## config.mk

```make
export PLATFORM = sky130hd
export DESIGN_NAME = spc_mbox_arbiter
export DESIGN_NICKNAME = d
export VERILOG_FILES = /design/src/rtl/spc_pkg.sv /design/src/rtl/rr_arb.sv /design/src/rtl/spc_mbox_arbiter.sv
export SDC_FILE = /design/constraint.sdc
export NUM_CORES = 1
export LEC_CHECK = 0
export CAP_MARGIN = 40
export CORE_MARGIN = 2
export CORE_UTILIZATION = 25
export DETAILED_ROUTE_END_ITERATION = 10
export GPL_ROUTABILITY_DRIVEN = 0
export PLACE_DENSITY = 0.58
export SLEW_MARGIN = 15
export SYNTH_ARGS = -nofsm -noshare
export SYNTH_HDL_FRONTEND = slang
export SYNTH_SLANG_ARGS = --single-unit
```

## constraint.sdc

```tcl
create_clock -name PHI1 -period 6 [get_ports PHI1]
set_clock_uncertainty 0.15 [all_clocks]
set_input_delay 0.9 -clock PHI1 [delete_from_list [all_inputs] [get_ports PHI1]]
set_output_delay 0.9 -clock PHI1 [all_outputs]
set_load 0.02 [all_outputs]
```

## src/rtl/spc_pkg.sv

```systemverilog
// Shared constants, write payload and window decode for the SPC mailbox arbiter.
package spc_pkg;

    localparam int unsigned NUM_IP    = 5;
    localparam int unsigned WIN_BASE  = 48;
    localparam int unsigned WIN_DEPTH = 16;
    localparam int unsigned WORD_W    = 32;
    localparam int unsigned ADDR_W    = 32;

    typedef struct packed {
        logic [ADDR_W-1:0] addr;
        logic [WORD_W-1:0] data;
    } mbox_wr_t;

    // Index of the window holding addr, or -1 when addr lies outside every window.
    function automatic int win_index(input logic [ADDR_W-1:0] addr,
                                     input int unsigned       base,
                                     input int unsigned       depth,
                                     input int unsigned       num);
        logic [ADDR_W-1:0] off;
        if (addr < ADDR_W'(base)) return -1;
        off = (addr - ADDR_W'(base)) / ADDR_W'(depth);
        if (off >= ADDR_W'(num)) return -1;
        return int'(off);
    endfunction

endpackage

```

## src/rtl/rr_arb.sv

```systemverilog
// Combinational round-robin pick: first eligible index after last, wrapping.
module rr_arb #(
    parameter int unsigned N = 5,
    localparam int unsigned IW = (N > 1) ? $clog2(N) : 1
) (
    input  logic [N-1:0]  elig,
    input  logic [IW-1:0] last,
    output logic [N-1:0]  gnt_oh_c,
    output logic [IW-1:0] gnt_idx_c,
    output logic          valid_c
);

    always_comb begin
        gnt_oh_c  = '0;
        gnt_idx_c = '0;
        valid_c   = 1'b0;
        for (int k = 1; k <= int'(N); k++) begin
            if (!valid_c && elig[IW'((int'(last) + k) % int'(N))]) begin
                valid_c            = 1'b1;
                gnt_idx_c          = IW'((int'(last) + k) % int'(N));
                gnt_oh_c[gnt_idx_c] = 1'b1;
            end
        end
    end

endmodule

```

## src/rtl/spc_mbox_arbiter.sv

```systemverilog
// Shares the SPC Dcache external write port among NUM_IP mailbox writers,
// tracking per-IP window occupancy against SPC reads.
module spc_mbox_arbiter #(
    parameter int unsigned NUM_IP    = spc_pkg::NUM_IP,
    parameter int unsigned WIN_BASE  = spc_pkg::WIN_BASE,
    parameter int unsigned WIN_DEPTH = spc_pkg::WIN_DEPTH
) (
    input  logic                                 PHI1,
    input  logic                                 MASRST,
    input  logic [NUM_IP-1:0]                    REQ,
    input  logic [spc_pkg::WORD_W*NUM_IP-1:0]    WDATA,
    input  logic [NUM_IP-1:0]                    IPEN,
    input  logic                                 DRead,
    input  logic [spc_pkg::ADDR_W-1:0]           DAddr,
    output logic [NUM_IP-1:0]                    GNT,
    output logic                                 DWriteE,
    output logic [spc_pkg::ADDR_W-1:0]           DAddrE,
    output logic [spc_pkg::WORD_W-1:0]           DOutE,
    output logic [NUM_IP-1:0]                    FRESH,
    output logic [NUM_IP-1:0]                    FULL,
    output logic                                 RDERR
);
    import spc_pkg::*;

    localparam int unsigned PTR_W = $clog2(WIN_DEPTH);
    localparam int unsigned CNT_W = PTR_W + 1;
    localparam int unsigned IW    = (NUM_IP > 1) ? $clog2(NUM_IP) : 1;

    logic [PTR_W-1:0]  wp_q  [NUM_IP];
    logic [PTR_W-1:0]  wp_d  [NUM_IP];
    logic [PTR_W-1:0]  rp_q  [NUM_IP];
    logic [PTR_W-1:0]  rp_d  [NUM_IP];
    logic [CNT_W-1:0]  cnt_q [NUM_IP];
    logic [CNT_W-1:0]  cnt_d [NUM_IP];
    logic [IW-1:0]     last_q, last_d;
    logic [NUM_IP-1:0] gnt_q, gnt_d;
    logic [NUM_IP-1:0] fresh_q, fresh_d;
    logic [NUM_IP-1:0] full_q, full_d;
    logic              dwe_q, dwe_d;
    logic              rderr_q, rderr_d;
    mbox_wr_t          wr_q, wr_d;

    logic [NUM_IP-1:0] elig;
    logic [NUM_IP-1:0] win_oh;
    logic [IW-1:0]     win_idx;
    logic              win_vld;
    logic [NUM_IP-1:0] wr_hit;
    logic [NUM_IP-1:0] rd_ok;
    int                rd_idx;

    // A full window stays ineligible even when the same edge frees a slot.
    assign elig = REQ & IPEN & ~full_q;

    rr_arb #(.N(NUM_IP)) u_arb (
        .elig      (elig),
        .last      (last_q),
        .gnt_oh_c  (win_oh),
        .gnt_idx_c (win_idx),
        .valid_c   (win_vld)
    );

    always_comb begin
        gnt_d   = '0;
        dwe_d   = 1'b0;
        wr_d    = wr_q;
        last_d  = last_q;
        rderr_d = rderr_q;
        wr_hit  = '0;
        rd_ok   = '0;
        fresh_d = '0;
        full_d  = '0;
        rd_idx  = win_index(DAddr, WIN_BASE, WIN_DEPTH, NUM_IP);

        if (win_vld) begin
            gnt_d     = win_oh;
            dwe_d     = 1'b1;
            last_d    = win_idx;
            wr_d.addr = ADDR_W'(WIN_BASE) + ADDR_W'(WIN_DEPTH) * ADDR_W'(win_idx)
                        + ADDR_W'(wp_q[win_idx]);
            wr_d.data = WDATA[32'(win_idx) * WORD_W +: WORD_W];
        end

        // Per-window pointer and occupancy update; a read of an empty window only flags.
        for (int i = 0; i < int'(NUM_IP); i++) begin
            wr_hit[i] = win_vld && (win_idx == IW'(i));
            if (DRead && (rd_idx == i)) begin
                if (cnt_q[i] == '0) rderr_d  = 1'b1;
                else                rd_ok[i] = 1'b1;
            end
            wp_d[i]    = wp_q[i] + PTR_W'(wr_hit[i]);
            rp_d[i]    = rp_q[i] + PTR_W'(rd_ok[i]);
            cnt_d[i]   = cnt_q[i] + CNT_W'(wr_hit[i]) - CNT_W'(rd_ok[i]);
            fresh_d[i] = (cnt_d[i] != '0);
            full_d[i]  = (cnt_d[i] == CNT_W'(WIN_DEPTH));
        end
    end

    always_ff @(posedge PHI1 or posedge MASRST) begin
        if (MASRST) begin
            for (int i = 0; i < int'(NUM_IP); i++) begin
                wp_q[i]  <= '0;
                rp_q[i]  <= '0;
                cnt_q[i] <= '0;
            end
            last_q  <= IW'(NUM_IP - 1);
            gnt_q   <= '0;
            fresh_q <= '0;
            full_q  <= '0;
            dwe_q   <= 1'b0;
            rderr_q <= 1'b0;
            wr_q    <= '0;
        end else begin
            for (int i = 0; i < int'(NUM_IP); i++) begin
                wp_q[i]  <= wp_d[i];
                rp_q[i]  <= rp_d[i];
                cnt_q[i] <= cnt_d[i];
            end
            last_q  <= last_d;
            gnt_q   <= gnt_d;
            fresh_q <= fresh_d;
            full_q  <= full_d;
            dwe_q   <= dwe_d;
            rderr_q <= rderr_d;
            wr_q    <= wr_d;
        end
    end

    assign GNT     = gnt_q;
    assign DWriteE = dwe_q;
    assign DAddrE  = wr_q.addr;
    assign DOutE   = wr_q.data;
    assign FRESH   = fresh_q;
    assign FULL    = full_q;
    assign RDERR   = rderr_q;

endmodule

```

==> impl_metrics.toml <==
[drt]
wl_um = 26780
ant_nets = 0
wl_per_cell_um = 16.76
drc = 0
first_iter_violations = 323
route.vias.total = 7384
avgViaCountPerCell = 4.621
met3WireLength_um = 686
top_layer = "met4"
route.met2.wl_um = 14040
firstDrtPassIters = 5
drt-met1-wl_um = 11620

[synthesis]
synth_edf_count = 0
synth_async_sr_flop_share_pct = 100.0
yosysTopAreaCell = "dfrtp_1"
synth.top_cells.by_area = "dfrtp_1 (31%), mux2i_1 (11%), ha_1 (9.9%)"
synth_cell_types = 90
synth_seq_area_share_pct = 31.14
syn_area_mm2 = 0.008441
synth_flop_cell = "dfrtp_1"
ys_ff_latch = 105
syn_area_per_cell_um2 = 9.792
synth_top_area_share_pct = 30.83
synth_cells = 862
ys_warn_count = 0

[die]
io_pins = 286
die_x_um = 187.7
core_mm2 = 0.03336
start_util_pct = 25.30
num_rows = 67
die_height_um = 187.7
die_area_mm2 = 0.03525

[grt]
globalRouteTotalUtil_pct = 14.82
grt_pass1_vias = 7344
antenna_found_initial = 1
grt_overflow = 0
grt_pass1_wl_um = 40840
grt_max_degree = 48

[clock_tree]
cts_tree = "built"
cts_buffers = 9
clockRootBuffer = "clkbuf_16"
insertion_delay_ns = 0.37
h-tree-depth = 3
cts_sinks = 105
clkSlewWorstSetupHoldPaths_ns = 0.09
cts_max_path_buffers = 2

[setup_path]
rrSetupSlack_ns = 0.25
worst_path_max_delay_cell = "dfrtp_2"
path_class = "flop to flop"
crit_path_end_kind = "flop"
path_delay_family = "adder cells"
required_ns = 6.11
critPathMostFrequentCell = "inv_1"
crit_buf_inv = 5
startpoint_type = "flop"
cp.depth = 28
r2r-start = "last_q[0]"
crit_fanout = 6
arrival_ns = 5.86
worstReg2RegEnd = "FULL[1]"
r2r_cells = 28
max_stage_delay_ns = 0.45

[timing]
rsz0062_at_grt = "yes"
layout_min_cycle_time_ns = 5.746
worst_slew_pin_slew_ns = 0.7484
hold_viol = 0
slew_headroom_pct = 50.11
max_freq_mhz = 174.0
setup_viol = 0
min_period_over_period_pct = 95.76
report.final.slew_viol_count = 0

[hold_path]
hold_path_depth = 1
hold_end = "wp_q[19]"
worstHoldStart = "wp_q[19]"
hp-class = "flop to flop"

[layout]
n_antenna_cell = 0
drive_gt1_share_pct = 14.17
final_cell_mix = "clkdlybuf4s50_1 (257), dfrtp_1 (102), mux2i_1 (89)"
fillers = 3452
fin_cells = 1598
layout_commonest_cell = "clkdlybuf4s50_1"
syn_to_final_growth_pct = 43.71
nets = 1423

[place]
hpwl_um = 20840
portBuffers = 257
placed_cells = 1570

[outcome]
status = "complete, no violations"

[flow_run]
maxCapViolCount = 0
[state kept, by name, indices dropped and copies added (netlist names)]
register	flops
DAddrE	8
DOutE	32
DWriteE	1
FRESH	5
FULL	5
GNT	5
RDERR	1
cnt_q	25
last_q	3
wp_q	20
[timing repair]
item                                    4_1_cts  5_1_grt
endpoints found under the hold margin         0        0
endpoints found under the setup margin        0       16
buffers inserted                              0       13
hold buffers                                  0        0
gates resized for setup                       0       37
[synthesized netlist by cell type (8+ instances only)]
cell        n
dfrtp_1   104
mux2i_1    91
inv_1      69
ha_1       67
nor2_1     42
o21ai_1    36
a22oi_1    34
buf_4      32
mux2_2     32
nand2_1    30
a21oi_1    23
nor3_1     21
xnor2_1    20
o21ai_0    19
xor2_1     18
nand3_1    16
buf_2      12
nor4_1     11
and2_1      9
a211oi_1    8
buf_6       8
mux2_1      8
nand4_1     8
nor4b_1     8
[logic make-up (layout without fill, tap and decap cells)]
kind of cell | count (synthesis) | count (layout) | share of synthesized area [%]
AND/OR/NAND/NOR | 194 | 194 | 13.09
AO/OA/AOI/OAI | 183 | 183 | 15.15
buffers and inverters | 135 | 400 | 8.731
multiplexers | 132 | 132 | 16.39
flip-flops | 105 | 105 | 31.14
adder cells (fa/ha/maj) | 72 | 72 | 11.12
XOR/XNOR | 40 | 40 | 4.328
other | 1 | 24 | 0.04443
[cell type report]
class                      instances  area [um^2]  area share, %
clock buffer                       9        225.2          1.857
clock inverter                     6        53.80         0.4435
inverter                          72        276.5          2.280
multi-input combinational        645         5370          44.27
sequential                       105         2631          21.69
tap                              448        560.5          4.621
timing repair buffer             313         3013          24.84
[how the worst max path moves through the flow]
stage,start,end,slack [ns]
after floorplan,last_q[0],FULL[1],0.04
after global placement,last_q[1],FULL[1],0.12
after detailed placement,last_q[1],FRESH[3],0.05
after CTS,last_q[1],FRESH[3],0.003
after global routing,last_q[0],FRESH[3],-0.13
final,last_q[0],FULL[1],0.25
[metrics by stage]
step | util (%) | setup TNS (ns) | setup slack, ns | hold slack [ns] | area (um^2)
after CTS | 35.51 | 0 | 0.002532 | 0.3343 | 11850
after global placement | 34.59 | 0 | 0.1158 | 0.3130 | 11540
after floorplan | - | 0 | 0.04481 | 0.2947 | 8541
final | 36.36 | 0 | 0.2544 | 0.3289 | 12130
after global routing | 36.36 | -0.5812 | -0.1318 | 0.3539 | 12130
after detailed placement | 34.68 | 0 | 0.04876 | 0.3200 | 11570
[routing by layer]
| layer | GRT usage [%] | up-vias |
|---|---|---|
| li1 | - | 3637 |
| met1 | 18.39 | 3619 |
| met2 | 26.99 | 104 |
| met3 | 1.965 | 24 |
| met4 | 3.695 | 0 |
| met5 | 0 | - |
Power is left out: the tool's default activity adds up to more than one toggle a clock period on the data nets, which glitch-free logic cannot reach.
